**config.mk**
```make
export PLATFORM = sky130hd
export DESIGN_NAME = weight_ram_loader
export DESIGN_NICKNAME = d
export VERILOG_FILES = /design/src/rtl/weight_ram_loader_pkg.sv /design/src/rtl/weight_row_packer.sv /design/src/rtl/weight_ram_loader.sv
export SDC_FILE = /design/constraint.sdc
export NUM_CORES = 1
export LEC_CHECK = 0
export ABC_AREA = 0
export BUFFER_PORTS_ARGS = -buffer_cell sky130_fd_sc_hd__buf_2
export CAP_MARGIN = 0
export CORE_MARGIN = 3
export CORE_UTILIZATION = 50
export CTS_BUF_LIST = sky130_fd_sc_hd__clkbuf_8
export DETAILED_ROUTE_END_ITERATION = 7
export HOLD_SLACK_MARGIN = 0.03
export PLACE_DENSITY = 0.71
export SETUP_SLACK_MARGIN = 0.4
export SYNTH_ARGS = -nofsm -noshare
export SYNTH_HDL_FRONTEND = slang
export SYNTH_SLANG_ARGS = --single-unit
```
**constraint.sdc**
```tcl
create_clock -name clk -period 2.4 [get_ports clk]
set_clock_uncertainty 0.15 [all_clocks]
set_input_delay 0.72 -clock clk [delete_from_list [all_inputs] [get_ports clk]]
set_output_delay 0.72 -clock clk [all_outputs]
set_load 0.1 [all_outputs]
```
**src/rtl/weight_ram_loader_pkg.sv**
```systemverilog
// rtl/weight_ram_loader_pkg.sv - shared constants, log2 helper and loader state type
//
// Used by the weight RAM loader and by the weight RAM itself, so both agree on
// the default matrix geometry and on how address/counter widths are derived.
package weight_ram_loader_pkg;

    localparam int DEFAULT_NROW     = 16;
    localparam int DEFAULT_NCOL     = 16;
    localparam int DEFAULT_BITWIDTH = 18;

    // Ceiling log2; log2(1) is 0.
    function automatic int log2(input int value);
        int r;
        r = 0;
        while ((1 << r) < value) begin
            r = r + 1;
        end
        return r;
    endfunction

    typedef enum logic [1:0] {
        ST_IDLE,
        ST_FILL,
        ST_WRITE,
        ST_DONE
    } loader_state_t;

endpackage

```
**src/rtl/weight_row_packer.sv**
```systemverilog
// rtl/weight_row_packer.sv - collects NROW words into one RAM row
//
// Ports:
//   clk, reset    : clock, synchronous active-high reset
//   clear         : restart the word counter at slot 0
//   word_in       : incoming weight word
//   word_take     : word_in is transferred this cycle
//   row_data      : packed row including the word transferred this cycle
//   row_complete  : this cycle's transfer fills the last slot of the row
module weight_row_packer
    import weight_ram_loader_pkg::*;
#(
    parameter int NROW     = DEFAULT_NROW,
    parameter int BITWIDTH = DEFAULT_BITWIDTH
) (
    input  logic                     clk,
    input  logic                     reset,
    input  logic                     clear,
    input  logic [BITWIDTH-1:0]      word_in,
    input  logic                     word_take,
    output logic [BITWIDTH*NROW-1:0] row_data,
    output logic                     row_complete
);

    localparam int CNT_W = log2(NROW) + 1;

    logic [CNT_W-1:0]         word_cnt;
    logic [BITWIDTH*NROW-1:0] row_q;

    // row_data already holds the current word so the loader can latch the
    // finished row on the same edge that accepts its last word.
    always_comb begin
        row_data = row_q;
        for (int k = 0; k < NROW; k++) begin
            if (word_take && (word_cnt == CNT_W'(k))) begin
                row_data[k*BITWIDTH +: BITWIDTH] = word_in;
            end
        end
    end

    assign row_complete = word_take && (word_cnt == CNT_W'(NROW - 1));

    always_ff @(posedge clk) begin
        if (reset) begin
            word_cnt <= '0;
            row_q    <= '0;
        end else begin
            if (clear) begin
                word_cnt <= '0;
            end else if (word_take) begin
                word_cnt <= word_cnt + 1'b1;
            end
            if (word_take) begin
                row_q <= row_data;
            end
        end
    end

endmodule

```
**src/rtl/weight_ram_loader.sv**
```systemverilog
// rtl/weight_ram_loader.sv - streams weight words into the weight RAM row by row
//
// Ports:
//   clk, reset         : clock, synchronous active-high reset
//   start              : begin loading a matrix (only honoured when idle)
//   wordIn, wordValid  : incoming weight word and its valid
//   wordReady          : word is accepted when wordValid && wordReady
//   ramAddress, ramRow : RAM write port address and row data
//   ramWriteEn         : RAM write enable (one cycle per completed row)
//   busy               : loader is not idle
//   done               : one-cycle pulse after the last row write
module weight_ram_loader
    import weight_ram_loader_pkg::*;
#(
    parameter int NROW          = DEFAULT_NROW,
    parameter int NCOL          = DEFAULT_NCOL,
    parameter int BITWIDTH      = DEFAULT_BITWIDTH,
    parameter int ADDR_BITWIDTH = log2(NCOL)
) (
    input  logic                     clk,
    input  logic                     reset,
    input  logic                     start,
    input  logic [BITWIDTH-1:0]      wordIn,
    input  logic                     wordValid,
    output logic                     wordReady,
    output logic [ADDR_BITWIDTH-1:0] ramAddress,
    output logic [BITWIDTH*NROW-1:0] ramRow,
    output logic                     ramWriteEn,
    output logic                     busy,
    output logic                     done
);

    loader_state_t state, state_next;

    logic [ADDR_BITWIDTH-1:0] col_cnt;
    logic                     word_take;
    logic                     row_complete;
    logic                     packer_clear;
    logic                     last_col;
    logic [BITWIDTH*NROW-1:0] row_packed;

    // wordReady is only ever high in FILL, so this is the transfer strobe.
    assign word_take    = wordValid && wordReady;
    assign last_col     = (col_cnt == ADDR_BITWIDTH'(NCOL - 1));
    assign packer_clear = ((state == ST_IDLE) && start) || (state == ST_WRITE);

    weight_row_packer #(
        .NROW     (NROW),
        .BITWIDTH (BITWIDTH)
    ) u_packer (
        .clk          (clk),
        .reset        (reset),
        .clear        (packer_clear),
        .word_in      (wordIn),
        .word_take    (word_take),
        .row_data     (row_packed),
        .row_complete (row_complete)
    );

    always_comb begin
        state_next = state;
        case (state)
            ST_IDLE:  if (start) state_next = ST_FILL;
            ST_FILL:  if (row_complete) state_next = ST_WRITE;
            ST_WRITE: state_next = last_col ? ST_DONE : ST_FILL;
            ST_DONE:  state_next = ST_IDLE;
            default:  state_next = ST_IDLE;
        endcase
    end

    // Outputs are decoded from the next state and registered, so each one is
    // valid for exactly the cycle spent in the corresponding state.
    always_ff @(posedge clk) begin
        if (reset) begin
            state      <= ST_IDLE;
            col_cnt    <= '0;
            wordReady  <= 1'b0;
            ramAddress <= '0;
            ramRow     <= '0;
            ramWriteEn <= 1'b0;
            busy       <= 1'b0;
            done       <= 1'b0;
        end else begin
            state      <= state_next;
            wordReady  <= (state_next == ST_FILL);
            ramWriteEn <= (state_next == ST_WRITE);
            busy       <= (state_next != ST_IDLE);
            done       <= (state_next == ST_DONE);

            if ((state == ST_IDLE) && start) begin
                col_cnt <= '0;
            end else if ((state == ST_WRITE) && !last_col) begin
                col_cnt <= col_cnt + 1'b1;
            end

            // ramRow/ramAddress change only when a row completes and hold otherwise.
            if (row_complete) begin
                ramAddress <= col_cnt;
                ramRow     <= row_packed;
            end
        end
    end

endmodule

```
Yosys cells after proc, flatten, opt, wreduce, memory -nomap -nowiden

Index checks and enable logic that the tools add are counted.

$add $sub $neg: 2
Equal/unequal tests: 22
Mux-type cells: 20
Reduce and logical (&&, ||, !) cells: 26

Operators by type and width:

| cell                                                             | count |
|---|---|
| 18-bit 2-to-1 mux                                                | 16 |
| 5-bit by 4-bit == test with 1-bit output (second input constant) | 8 |
| 5-bit by 3-bit == test with 1-bit output (second input constant) | 4 |
| 1-bit logical AND                                                | 19 |
| 5-bit by 2-bit == test with 1-bit output (second input constant) | 2 |
| 2-bit == test (second input constant)                            | 4 |
| 2-bit case mux with 4 select lines                               | 1 |
| 2-bit 2-to-1 mux                                                 | 3 |
| 5-bit by 1-bit adder with 5-bit output (second input constant)   | 1 |
| 5-bit by 1-bit == test with 1-bit output (second input constant) | 1 |
| 5-bit logical NOT                                                | 1 |
| 4-bit by 1-bit adder with 4-bit output (second input constant)   | 1 |
| 2-bit by 1-bit == test with 1-bit output (second input constant) | 2 |
| 4-bit == test (second input constant)                            | 1 |
| 2-bit OR reduction                                               | 2 |
| 2-bit logical NOT                                                | 1 |
| 2-bit nonzero test                                               | 1 |
| 1-bit logical NOT                                                | 1 |
| 1-bit logical OR                                                 | 1 |

Flip-flop bits (word level): 595
Word-level logic and storage cells: 80
Output and inout port bits: 296

Longest topological paths before layout

Gate-level depths: netlist of the first run.

Word-level depth: 5
Mapped depth: 10
Mapped depth without buffers: 6

Modules after synthesis

Synthesis of the first run repeated with hierarchy kept, for this count alone.

Cells, all modules: 2,314
Area total of the unflattened synthesis: 25,470.7 um2

Modules (own cells, without submodules):

| module            | area each (um2) | seq. area each (um2) | cells each | instances |
|---|---|---|---|---|
| weight_row_packer | 14,833.0        | 5,865.6              | 1,328      | 1 |
| weight_ram_loader | 10,637.7        | 6,045.8              | 986        | 1 |

Least setup slack after synthesis of the first run

OpenSTA, ideal clock, no wires.

Kind: reg2reg
From: register wordReady
To: register ramRow[138]
Cell stages (with the launch flop): 7
Data arrival time: 2.049 ns
Library setup time: 0.128 ns
Setup slack: 0.073 ns
Cells stage by stage: dfxtp_1 -> buf_4 -> buf_6 -> nand4b_4 -> clkbuf_1 -> o21ai_0 -> a31oi_1

Longest elaborated chain between the ends: 3
Elaborated cells between the ends (all ways): 4
Classes of those cells: mux: 1; reduce/logical: 3

RTL lines:

| item                     | line                    | source |
|---|---|---|
| start: declaration       | weight_ram_loader.sv:25 | `output logic wordReady,` |
| start signal: assignment | weight_ram_loader.sv:85 | `wordReady <= (state_next == ST_FILL);` |
| 1-bit logical AND *      | weight_ram_loader.sv:43 | `assign word_take = wordValid && wordReady;` |
| 1-bit logical AND        | weight_row_packer.sv:35 | `if (word_take && (word_cnt == CNT_W'(k))) begin` |
| 18-bit 2-to-1 mux        | weight_row_packer.sv:35 |  |
| end signal: assignment   | weight_ram_loader.sv:99 | `ramRow <= row_packed;` |
| end: declaration         | weight_ram_loader.sv:27 | `output logic [BITWIDTH*NROW-1:0] ramRow,` |

Every way passes the cells marked *; elsewhere a longest branch is shown, timed or not.
A chain may end at the register's enable or synchronous reset.

Worst setup path after layout of the first run

From: register u_packer.word_cnt[1]
To: register ramRow[136]

Longest elaborated chain between the ends: 3
Elaborated cells between the ends (all ways): 5
Classes of those cells: eq/ne: 2; mux: 1; reduce/logical: 2

RTL lines:

| item                                     | line                    | source |
|---|---|---|
| start: declaration                       | weight_row_packer.sv:27 | `logic [CNT_W-1:0] word_cnt;` |
| start signal: assignment                 | weight_row_packer.sv:51 | `word_cnt <= word_cnt + 1'b1;` |
| 5-bit by 3-bit == test with 1-bit output | weight_row_packer.sv:35 |  |
| 1-bit logical AND                        | weight_row_packer.sv:35 |  |
| 18-bit 2-to-1 mux                        | weight_row_packer.sv:35 |  |

Several ways; a longest one is shown, not always the timed one.

==> flow_metrics.env, run 1 <==
export IMPL_status="finished clean"
export IMPL_areaGrowthSynthToFinish_pct=53.7
export IMPL_regToRegSetupSlack_ns=0.15
export IMPL_required_ns=2.79
export IMPL_antenna_found_initial=3
export IMPL_grtUsageMet2_pct=52.8
export IMPL_nets=2747
export IMPL_mostFrequentLayoutCell="buf_12"
export IMPL_grt_pass1_wl_um=110000
export IMPL_cts_root_buffer="clkbuf_8"
export IMPL_core_area_um2=42100
export IMPL_grt_pass1_vias=19146
export IMPL_rsz0062_at_grt="yes"
export IMPL_avgSynthCellArea_um2=9.10
export IMPL_hold_depth=3
export IMPL_cts_buffers=93
export IMPL_cp_max_fo=6
export IMPL_cts_tree="done"
export IMPL_gp_congestion=0.828
export IMPL_vias=21871
export IMPL_num_io_pins=318
export IMPL_max_freq_mhz=445
export IMPL_tightest_slew_ns=0.659
export IMPL_critPathKind="reg2reg"
export IMPL_portBuffers=317
export IMPL_power_uw=19100
export IMPL_r2r_cells=9
export IMPL_clockBufferDepth=3
export IMPL_critPathArrivalTime_ns=2.64
export IMPL_holdPathEnd="ramRow[278]"
export IMPL_gr_total_overflow=0
export IMPL_finalCritPeriodShare_pct=93.7
export IMPL_setup_viol=0
export IMPL_reg2reg_to="ramRow[136]"
export IMPL_routed_wl_um=91800
export IMPL_post_dp_hpwl_um=41800
export IMPL_yosys_warnings=0
export IMPL_synth_cell_types=41
export IMPL_clk_pin_slew_ns=0.07
export IMPL_syn_nets=2387
export IMPL_fillCellCount=2362
export IMPL_power_density_nw_per_um2=579
export IMPL_clkLatencyLatePin_ns=0.67
export IMPL_slew_viol_final=0
export IMPL_p_leak_uw=0.0130
export IMPL_ir_drop_mv=0.767
export IMPL_avgViaCountPerCell=6.57
export IMPL_cts_sinks=577
export IMPL_placementRows=75
export IMPL_design_area_um2=33000
export IMPL_ys_seq_elements=577
export IMPL_busiest_layer="met2"
export IMPL_ys_seq_area_share_pct=53.8
export IMPL_cp_start_kind="register"
export IMPL_track_usage_pct=30.9
export IMPL_cap_violations=0
export IMPL_grt_max_degree=100
export IMPL_die_area_um2=45400
export IMPL_use_met3_pct=5.67
export IMPL_cp_end_kind="register"
export IMPL_drive_gt1_share_pct=37.0
export IMPL_postRouteAntennaNets=0
export IMPL_hold_viol=0
export IMPL_avgRoutedWirePerCell_um=27.6
export IMPL_synthCells=2359
export IMPL_timing_rr_start="u_packer.word_cnt[1]"
export IMPL_post_route_drc_count=0
export IMPL_die_w_um=213
export IMPL_netlist_area_um2=21500
export IMPL_htreeDepth=3
export IMPL_hold_class="in2reg"
export IMPL_grt_use_met1_pct=38.6
export IMPL_max_slew_margin_rel_pct=56.1
export IMPL_drt_iter0_drc=2553
export IMPL_drt_pass1_iterations=6
export IMPL_initial_core_util_pct=50.9
export IMPL_detailed_place_area_um2=23700
export IMPL_hold_start="wordIn[8]"
export IMPL_die_y_um=213
export IMPL_period_needed_ns=2.25
export IMPL_layout_common_cells="buf_12 (329), a21oi_1 (301), nand2_1 (300)"
-- state kept, by name, summed over array words and instances, names as in the netlist --
| signal | count |
|---|---|
| ramRow | 288 |
| u_packer.row_q | 270 |
| u_packer.word_cnt | 5 |
| col_cnt | 4 |
| ramAddress | 4 |
| state | 2 |
| busy | 1 |
| done | 1 |
| ramWriteEn | 1 |
| wordReady | 1 |
-- how the worst max path moves through the flow --
stage / start / end / cells after the start
detailed placement: wordValid / ramRow[148] / 6
finish: u_packer.word_cnt[1] / ramRow[136] / 9
global placement: wordValid / ramRow[12] / 6
floorplan: u_packer.word_cnt[0] / ramRow[209] / 10
CTS: ramRow[220] / ramRow[220] / 1
global route: u_packer.word_cnt[1] / ramRow[136] / 9
-- power breakdown --
group	switching (µW)	internal, µW	leakage [µW]
Combinational	456	211	0.00700
Sequential	13.0	9430	0.00485
Clock	4080	4890	0.00111
-- repair_timing --
| item | in CTS | in global routing |
|---|---|---|
| pin swaps | 0 | 7 |
| resized for setup | 1148 | 616 |
| endpoints found under the setup margin | 514 | 735 |
| hold buffers | 0 | 0 |
| buffers inserted | 0 | 46 |
| cloned | 0 | 57 |
-- cell usage after synthesis (all sizes together) --
cell | count | area [µm²]
ha | 6 | 75.1
nor2 | 22 | 90.1
o31ai | 2 | 15.0
nor2b | 1 | 6.26
nand2b | 3 | 18.8
a21o | 2 | 15.0
o21bai | 253 | 1900
and3 | 4 | 25.0
or3 | 4 | 25.0
and4 | 3 | 26.3
nand3 | 6 | 30.0
nor3 | 1 | 5.00
xor2 | 1 | 8.76
and3b | 18 | 158
o21ai | 273 | 1370
a31oi | 252 | 1580
nor3b | 20 | 195
a311oi | 19 | 223
and4b | 4 | 40.0
xnor2 | 1 | 8.76
a21oi | 302 | 1510
inv | 4 | 15.0
dfxtp | 577 | 11600
or3b | 2 | 17.5
nand4b | 4 | 95.1
a211oi | 1 | 7.51
buf | 120 | 687
nand4 | 21 | 131
nand3b | 1 | 7.51
clkbuf | 131 | 498
or2 | 1 | 6.26
nand2 | 300 | 1130
-- metrics by stage --
stage                     util [%]  hold slack (ns)  cells  TNS [ns]  worst slack [ns]
after CTS                     69.7            0.178   3225         0             0.247
after global routing          78.3            0.186   3330    -0.136            -0.136
final                         78.3            0.216   3331         0             0.151
after global placement        56.2            0.289   3060         0             0.278
after detailed placement      56.2            0.293   3060         0             0.222
after floorplan                  -            0.309   2359         0             0.402
-- layout make-up --
type | instances | area [µm²] | share of cell area (%)
Sequential cell | 577 | 12300 | 37.3
Multi-Input combinational cell | 1529 | 9170 | 27.8
Timing Repair Buffer | 514 | 8860 | 26.9
Clock buffer | 123 | 1690 | 5.13
Tap cell | 539 | 674 | 2.04
Clock inverter | 42 | 264 | 0.800
Inverter | 4 | 15.0 | 0.0455
Antenna cell | 3 | 7.51 | 0.0228
-- per-layer routing --
metal | part of all wire, % | wire length [µm]
met1 | 35 | 32000
met4 | 7.1 | 6540
met2 | 48 | 44100
met3 | 10 | 9170
met5 | 0 | 0
-- worst max-delay path, cell delays in order (launching register included) --
cell and delay, ns:
dfxtp_4 0.37, ha_4 0.16, and3_4 0.18, ha_4 0.17, and3_4 0.22, buf_12 0.14
clkbuf_16 0.15, buf_12 0.13, clkbuf_16 0.15, a31oi_1 0.29
-- cell families after synthesis --
kind of cell	synth area share, %
AOI/OAI and AO/OA	30.8
xor gates and xnor gates	0.0816
and+or+nand+nor	9.33
DFF	53.8
buffers and inverters	5.59
adders and majority gates	0.350
Power figures use the tool's default switching activity.
==> inputs of run 2 (changes only) <==
--- a/config.mk
+++ b/config.mk
@@ -8,12 +8,13 @@
 export ABC_AREA = 0
 export BUFFER_PORTS_ARGS = -buffer_cell sky130_fd_sc_hd__buf_2
 export CAP_MARGIN = 0
-export CORE_MARGIN = 3
+export CORE_MARGIN = 5
 export CORE_UTILIZATION = 50
 export CTS_BUF_LIST = sky130_fd_sc_hd__clkbuf_8
 export DETAILED_ROUTE_END_ITERATION = 7
+export GPL_ROUTABILITY_DRIVEN = 0
 export HOLD_SLACK_MARGIN = 0.03
-export PLACE_DENSITY = 0.71
+export PLACE_DENSITY_LB_ADDON = 0.05
 export SETUP_SLACK_MARGIN = 0.4
 export SYNTH_ARGS = -nofsm -noshare
 export SYNTH_HDL_FRONTEND = slang
==> run 2 against run 1 <==
Compared with the run above:
- setup slack gained 0.047 ns
- critical endpoint is now ramRow[240]
- clock power is 7.6% lower
- critical path type unchanged
- critical path depth did not move
- maximum frequency is 2.1% higher
- register-to-register slack gained 0.05 ns
- first-iteration DRC count is 19% lower
- sequential share of layout area up 0.36 points
- final area decreased by 0.98%
- die area is 3.8% higher
- power fell by 3.7%
- worst hold slack improved by 0.018 ns
- sequential power is essentially flat
==> flow_metrics.env, run 2 (synthesis results as in run 1) <==
export IMPL_status="finished clean"
export IMPL_critPathKind="reg2reg"
export IMPL_p_int_uw=14100
export IMPL_largest_register_ffs=288
export IMPL_fin_cells=3331
export IMPL_clk_pin_slew_ns=0.06
export IMPL_max_slew_margin_rel_pct=54.5
export IMPL_top_register="ramRow"
export IMPL_p_leak_uw=0.0130
export IMPL_rsz0062_at_grt="yes"
export IMPL_mostFrequentLayoutCell="buf_12"
export IMPL_tightest_slew_ns=0.682
export IMPL_clockPowerShare_pct=45.1
export IMPL_cts_sinks=577
export IMPL_slew_viol_final=0
export IMPL_die_w_um=217
export IMPL_gr_total_overflow=0
export IMPL_required_ns=2.80
export IMPL_holdBufCountCts=0
export IMPL_drive_gt1_share_pct=36.0
export IMPL_hold_viol=0
export IMPL_antenna_found_initial=0
export IMPL_clockBufferDepth=3
export IMPL_grt_pass1_vias=18545
export IMPL_placementRows=76
export IMPL_critPathTopFamily="buffers and inverters"
export IMPL_avgViaCountPerCell=6.25
export IMPL_crit_chain="ha_4 -> and3_4 -> ha_4 -> and3_4 -> buf_12 -> clkbuf_16 -> clkbuf_16 -> o21bai_1 -> a31oi_1"
export IMPL_period_needed_ns=2.20
export IMPL_grt_max_degree=127
export IMPL_core_area_um2=42800
export IMPL_dp_slack_ns=0.149
export IMPL_die_y_um=217
export IMPL_cts_tree="done"
export IMPL_vias=20823
export IMPL_layout_common_cells="buf_12 (319), a21oi_1 (298), nand2_1 (296)"
export IMPL_post_dp_hpwl_um=42400
export IMPL_max_stage_delay_ns=0.38
export IMPL_cp_start_kind="register"
export IMPL_setup_viol=0
export IMPL_critical_path_buf_inv_count=3
export IMPL_routed_wl_um=84000
export IMPL_initial_core_util_pct=50.2
export IMPL_power_density_nw_per_um2=563
export IMPL_drt_iter0_drc=2072
export IMPL_cp_max_fo=8
export IMPL_cts_root_buffer="clkbuf_8"
export IMPL_setup_ws_ns=0.198
export IMPL_hold_class="in2reg"
export IMPL_post_route_drc_count=0
export IMPL_cp_end_kind="register"
export IMPL_reg_top3="ramRow x288, u_packer.row_q x270, u_packer.word_cnt x5"
export IMPL_regArea_um2=12300
export IMPL_grt_pass1_wl_um=110000
export IMPL_cap_violations=0
export IMPL_die_area_um2=47200
export IMPL_drt_pass1_iterations=6
export IMPL_sequentialPowerShare_pct=51.4
export IMPL_htreeDepth=3
export IMPL_place_inst=3070
export IMPL_slowest_stage="dfxtp_4"
export IMPL_finalCritPeriodShare_pct=91.7
export IMPL_track_usage_pct=29.4
export IMPL_num_io_pins=318
export IMPL_multi_input_area_um2=8960
export IMPL_ir_drop_mv=0.507
export IMPL_switching_share_pct=23.6
export IMPL_areaGrowthSynthToFinish_pct=52.2
export IMPL_max_freq_mhz=454
export IMPL_portBuffers=317
export IMPL_p_comb_share_pct=3.6
export IMPL_antennaDiodeCount=0
export IMPL_tns_ns=0
export IMPL_clkLatencyLatePin_ns=0.64
export IMPL_cts_buffers=92
export IMPL_postRouteAntennaNets=0
export IMPL_critPathArrivalTime_ns=2.60
export IMPL_nets=2743
export IMPL_avgRoutedWirePerCell_um=25.2
export IMPL_p_switching_uw=4330
export IMPL_fillCellCount=2699
-- run 2: changes by cell type in the layout (fill, tap and decap cells not counted), sizes merged, moves of 3 or more --
cell    change
inv         +7
buf         -6
bufinv      -3
diode       -3
-- run 2: power by group through the flow --
stage / clock (µW) / sequential (µW) / combinational [µW]
5_1_grt: 8830 / 9440 / 677
4_1_cts: 8320 / 9550 / 631
6_report: 8290 / 9440 / 653
3_5_place_dp: 0 / 9820 / 626
3_3_place_gp: 0 / 9820 / 620
2_1_floorplan: 0 / 9840 / 342
-- run 2: final cells by class --
cell class	instances	share of cell area [%]
clock buffers	119	5.01
repair buffers	513	27.2
flip-flops and latches	577	37.6
clock inverters	45	0.559
multi-input cells	1527	27.4
inverters	4	0.0460
well taps	546	2.09
-- run 2: repair_timing --
action | CTS | global route
pin swaps | 0 | 22
setup buffers | 8 | 35
gates cloned | 6 | 48
setup endpoints to repair | 560 | 659
resized for setup | 1138 | 568
-- run 2: routing by layer --
| metal | global-route usage (%) | part of all wire, % | vias up | wire [µm] |
|---|---|---|---|---|
| li1 | - | - | 9296 | - |
| met1 | 38.7 | 39 | 10266 | 32700 |
| met2 | 49.3 | 49 | 1001 | 41300 |
| met3 | 5.15 | 7.0 | 260 | 5840 |
| met4 | 9.67 | 5.0 | 0 | 4210 |
| met5 | 0 | 0 | - | 0 |
-- run 2: final timing paths --
kind	start	end	slack (ns)	cells past startpoint
worst min register to register	ramRow[287]	ramRow[287]	0.33	2
worst max-delay path	u_packer.word_cnt[1]	ramRow[240]	0.20	9
worst max register to register	u_packer.word_cnt[1]	ramRow[240]	0.20	9
worst min-delay path	wordIn[14]	ramRow[284]	0.23	3
-- run 2: through the flow --
stage / total power [µW] / hold slack, ns / utilization, % / area, µm²
3_3_place_gp: 10400 / 0.292 / 55.4 / 23700
2_1_floorplan: 10200 / 0.309 / - / 21600
5_1_grt: 18900 / 0.216 / 76.3 / 32700
6_report: 18400 / 0.234 / 76.3 / 32700
4_1_cts: 18500 / 0.204 / 68.9 / 29500
3_5_place_dp: 10400 / 0.297 / 55.4 / 23700
-- run 2: worst reg2reg max path, stage by stage (launching register included) --
cell	delay, ns
dfxtp_4	0.38
ha_4	0.16
and3_4	0.20
ha_4	0.13
and3_4	0.24
buf_12	0.18
clkbuf_16	0.21
clkbuf_16	0.16
o21bai_1	0.08
a31oi_1	0.22
==> inputs of run 3 (changes only) <==
--- a/config.mk
+++ b/config.mk
@@ -6,12 +6,12 @@
 export NUM_CORES = 1
 export LEC_CHECK = 0
 export ABC_AREA = 0
-export BUFFER_PORTS_ARGS = -buffer_cell sky130_fd_sc_hd__buf_2
 export CAP_MARGIN = 0
 export CORE_MARGIN = 5
 export CORE_UTILIZATION = 50
 export CTS_BUF_LIST = sky130_fd_sc_hd__clkbuf_8
 export DETAILED_ROUTE_END_ITERATION = 7
+export DONT_BUFFER_PORTS = 1
 export GPL_ROUTABILITY_DRIVEN = 0
 export HOLD_SLACK_MARGIN = 0.03
 export PLACE_DENSITY_LB_ADDON = 0.05
==> run 3 against run 2 <==
Compared with the run above:
- the flow now finishes with violations (hold timing)
- sequential power increased by 1%
- sequential share of layout area is essentially flat
- final area down 2.0%
==> flow_metrics.env, run 3 (synthesis results as in run 1) <==
export IMPL_status="finished, violations left"
export IMPL_cp_depth=9
export IMPL_mostFrequentLayoutCell="buf_12"
export IMPL_power_density_nw_per_um2=560
export IMPL_slowest_stage="dfxtp_4"
export IMPL_largest_register_ffs=288
export IMPL_tns_ns=0
export IMPL_critPathArrivalTime_ns=2.57
export IMPL_cp_start_kind="register"
export IMPL_hold_start="reset"
export IMPL_required_ns=2.82
export IMPL_cts_tree="done"
export IMPL_htreeDepth=3
export IMPL_initial_core_util_pct=50.2
export IMPL_fin_cells=3274
export IMPL_top_register="ramRow"
export IMPL_place_inst=3029
export IMPL_postRouteAntennaNets=0
export IMPL_nets=2708
export IMPL_layout_common_cells="buf_12 (320), nand2_1 (298), a21oi_1 (298)"
export IMPL_areaGrowthSynthToFinish_pct=49.1
export IMPL_r2r_cells=9
export IMPL_core_area_um2=42800
export IMPL_holdBufCountCts=19
export IMPL_clk_pin_slew_ns=0.06
export IMPL_die_w_um=217
export IMPL_max_stage_delay_ns=0.37
export IMPL_routed_wl_um=80900
export IMPL_post_route_drc_count=0
export IMPL_gr_total_overflow=0
export IMPL_violations="hold timing"
export IMPL_max_freq_mhz=465
export IMPL_post_dp_hpwl_um=42100
export IMPL_num_io_pins=318
export IMPL_holdPathEnd="u_packer.row_q[58]"
export IMPL_clockBufferDepth=3
export IMPL_avgViaCountPerCell=6.13
export IMPL_drt_pass1_iterations=7
export IMPL_multi_input_area_um2=8990
export IMPL_cp_max_fo=9
export IMPL_fin_util_pct=74.8
export IMPL_ir_drop_mv=0.504
export IMPL_placementRows=76
export IMPL_critPathKind="reg2reg"
export IMPL_grt_pass1_wl_um=108000
export IMPL_max_slew_margin_rel_pct=20.5
export IMPL_die_y_um=217
export IMPL_regToRegSetupSlack_ns=0.25
export IMPL_fillCellCount=2847
export IMPL_antennaDiodeCount=0
export IMPL_setup_viol=0
export IMPL_rsz0062_at_grt="yes"
export IMPL_drt_iter0_drc=1843
export IMPL_antenna_found_initial=0
export IMPL_cts_sinks=577
export IMPL_hold_depth=1
export IMPL_tightest_slew_ns=1.19
export IMPL_grt_max_degree=571
export IMPL_slew_viol_final=0
export IMPL_p_leak_uw=0.0126
export IMPL_critPathTopFamily="buffers and inverters"
export IMPL_period_needed_ns=2.15
export IMPL_hold_ws_ns=-0.0162
export IMPL_avgRoutedWirePerCell_um=24.7
export IMPL_hold_viol=1
export IMPL_timing_rr_start="u_packer.word_cnt[0]"
export IMPL_grt_pass1_vias=18201
export IMPL_hold_class="in2reg"
export IMPL_crit_chain="ha_4 -> and3_4 -> ha_4 -> and3_4 -> buf_12 -> clkbuf_16 -> buf_16 -> o21bai_1 -> a31oi_1"
export IMPL_cts_root_buffer="clkbuf_8"
export IMPL_drive_gt1_share_pct=34.4
export IMPL_finalCritPeriodShare_pct=89.5
export IMPL_reg_top3="ramRow x288, u_packer.row_q x270, u_packer.word_cnt x5"
export IMPL_cap_violations=0
export IMPL_critical_path_buf_inv_count=3
export IMPL_die_area_um2=47200
export IMPL_cts_buffers=93
export IMPL_reg2reg_to="ramRow[141]"
export IMPL_clkLatencyLatePin_ns=0.68
export IMPL_vias=20079
export IMPL_power_uw=17900
export IMPL_regArea_um2=12000
export IMPL_portBuffers=0
export IMPL_cp_end_kind="register"
export IMPL_track_usage_pct=28.8
## run 3: what timing repair did
action,4_1_cts,5_1_grt
pin swaps,0,24
endpoints found under the setup margin,536,683
cloned,0,56
setup buffers,6,21
resized for setup,976,386
endpoints found under the hold margin,223,91
## run 3: where the power goes
group	internal [µW]	total, µW	switching [µW]	leakage, µW
clock network	4080	7880	3800	0.000953
logic	204	477	273	0.00685
registers	9550	9560	11.5	0.00481
## run 3: worst max path at each step
| stage | from | end | slack [ns] |
|---|---|---|---|
| 6_report | u_packer.word_cnt[0] | ramRow[141] | 0.25 |
| 5_1_grt | u_packer.word_cnt[0] | ramRow[141] | 0.23 |
| 4_1_cts | ramRow[154] | ramRow[154] | 0.26 |
| 3_5_place_dp | u_packer.word_cnt[1] | ramRow[123] | 0.28 |
| 3_3_place_gp | u_packer.word_cnt[1] | ramRow[84] | 0.32 |
| 2_1_floorplan | u_packer.word_cnt[0] | ramRow[209] | 0.40 |
## run 3: layout make-up
cell class | count | area share (%)
inverters | 4 | 0.0469
repair buffers | 476 | 26.9
well taps | 546 | 2.13
multi-input cells | 1528 | 28.1
clock buffers | 110 | 4.73
clock inverters | 33 | 0.422
flip-flops and latches | 577 | 37.6
## run 3: metrics by stage
stage | setup WS [ns] | instance area (µm²) | hold slack [ns]
finish | 0.251 | 32000 | -0.0162
global route | 0.226 | 32000 | 0.0131
CTS | 0.256 | 29300 | -0.0656
detailed placement | 0.279 | 24100 | 0.336
global placement | 0.319 | 24100 | 0.326
floorplan | 0.402 | 21600 | 0.309
## run 3: per-layer routing
layer | part of all wire [%] | up-vias | GRT usage, % | wire length [µm]
met5 | 0 | - | 0 | 0
met1 | 39 | 9861 | 36.4 | 31900
met3 | 7.5 | 193 | 7.71 | 6060
met2 | 48 | 813 | 46.5 | 39100
li1 | - | 9212 | - | -
met4 | 4.8 | 0 | 12.6 | 3840
## run 3: worst register-to-register path, cell delays in order, from the launching register on
cell and delay (ns):
dfxtp_4 0.37, ha_4 0.15, and3_4 0.19, ha_4 0.12, and3_4 0.26, buf_12 0.18, clkbuf_16 0.22, buf_16 0.14
o21bai_1 0.08, a31oi_1 0.19
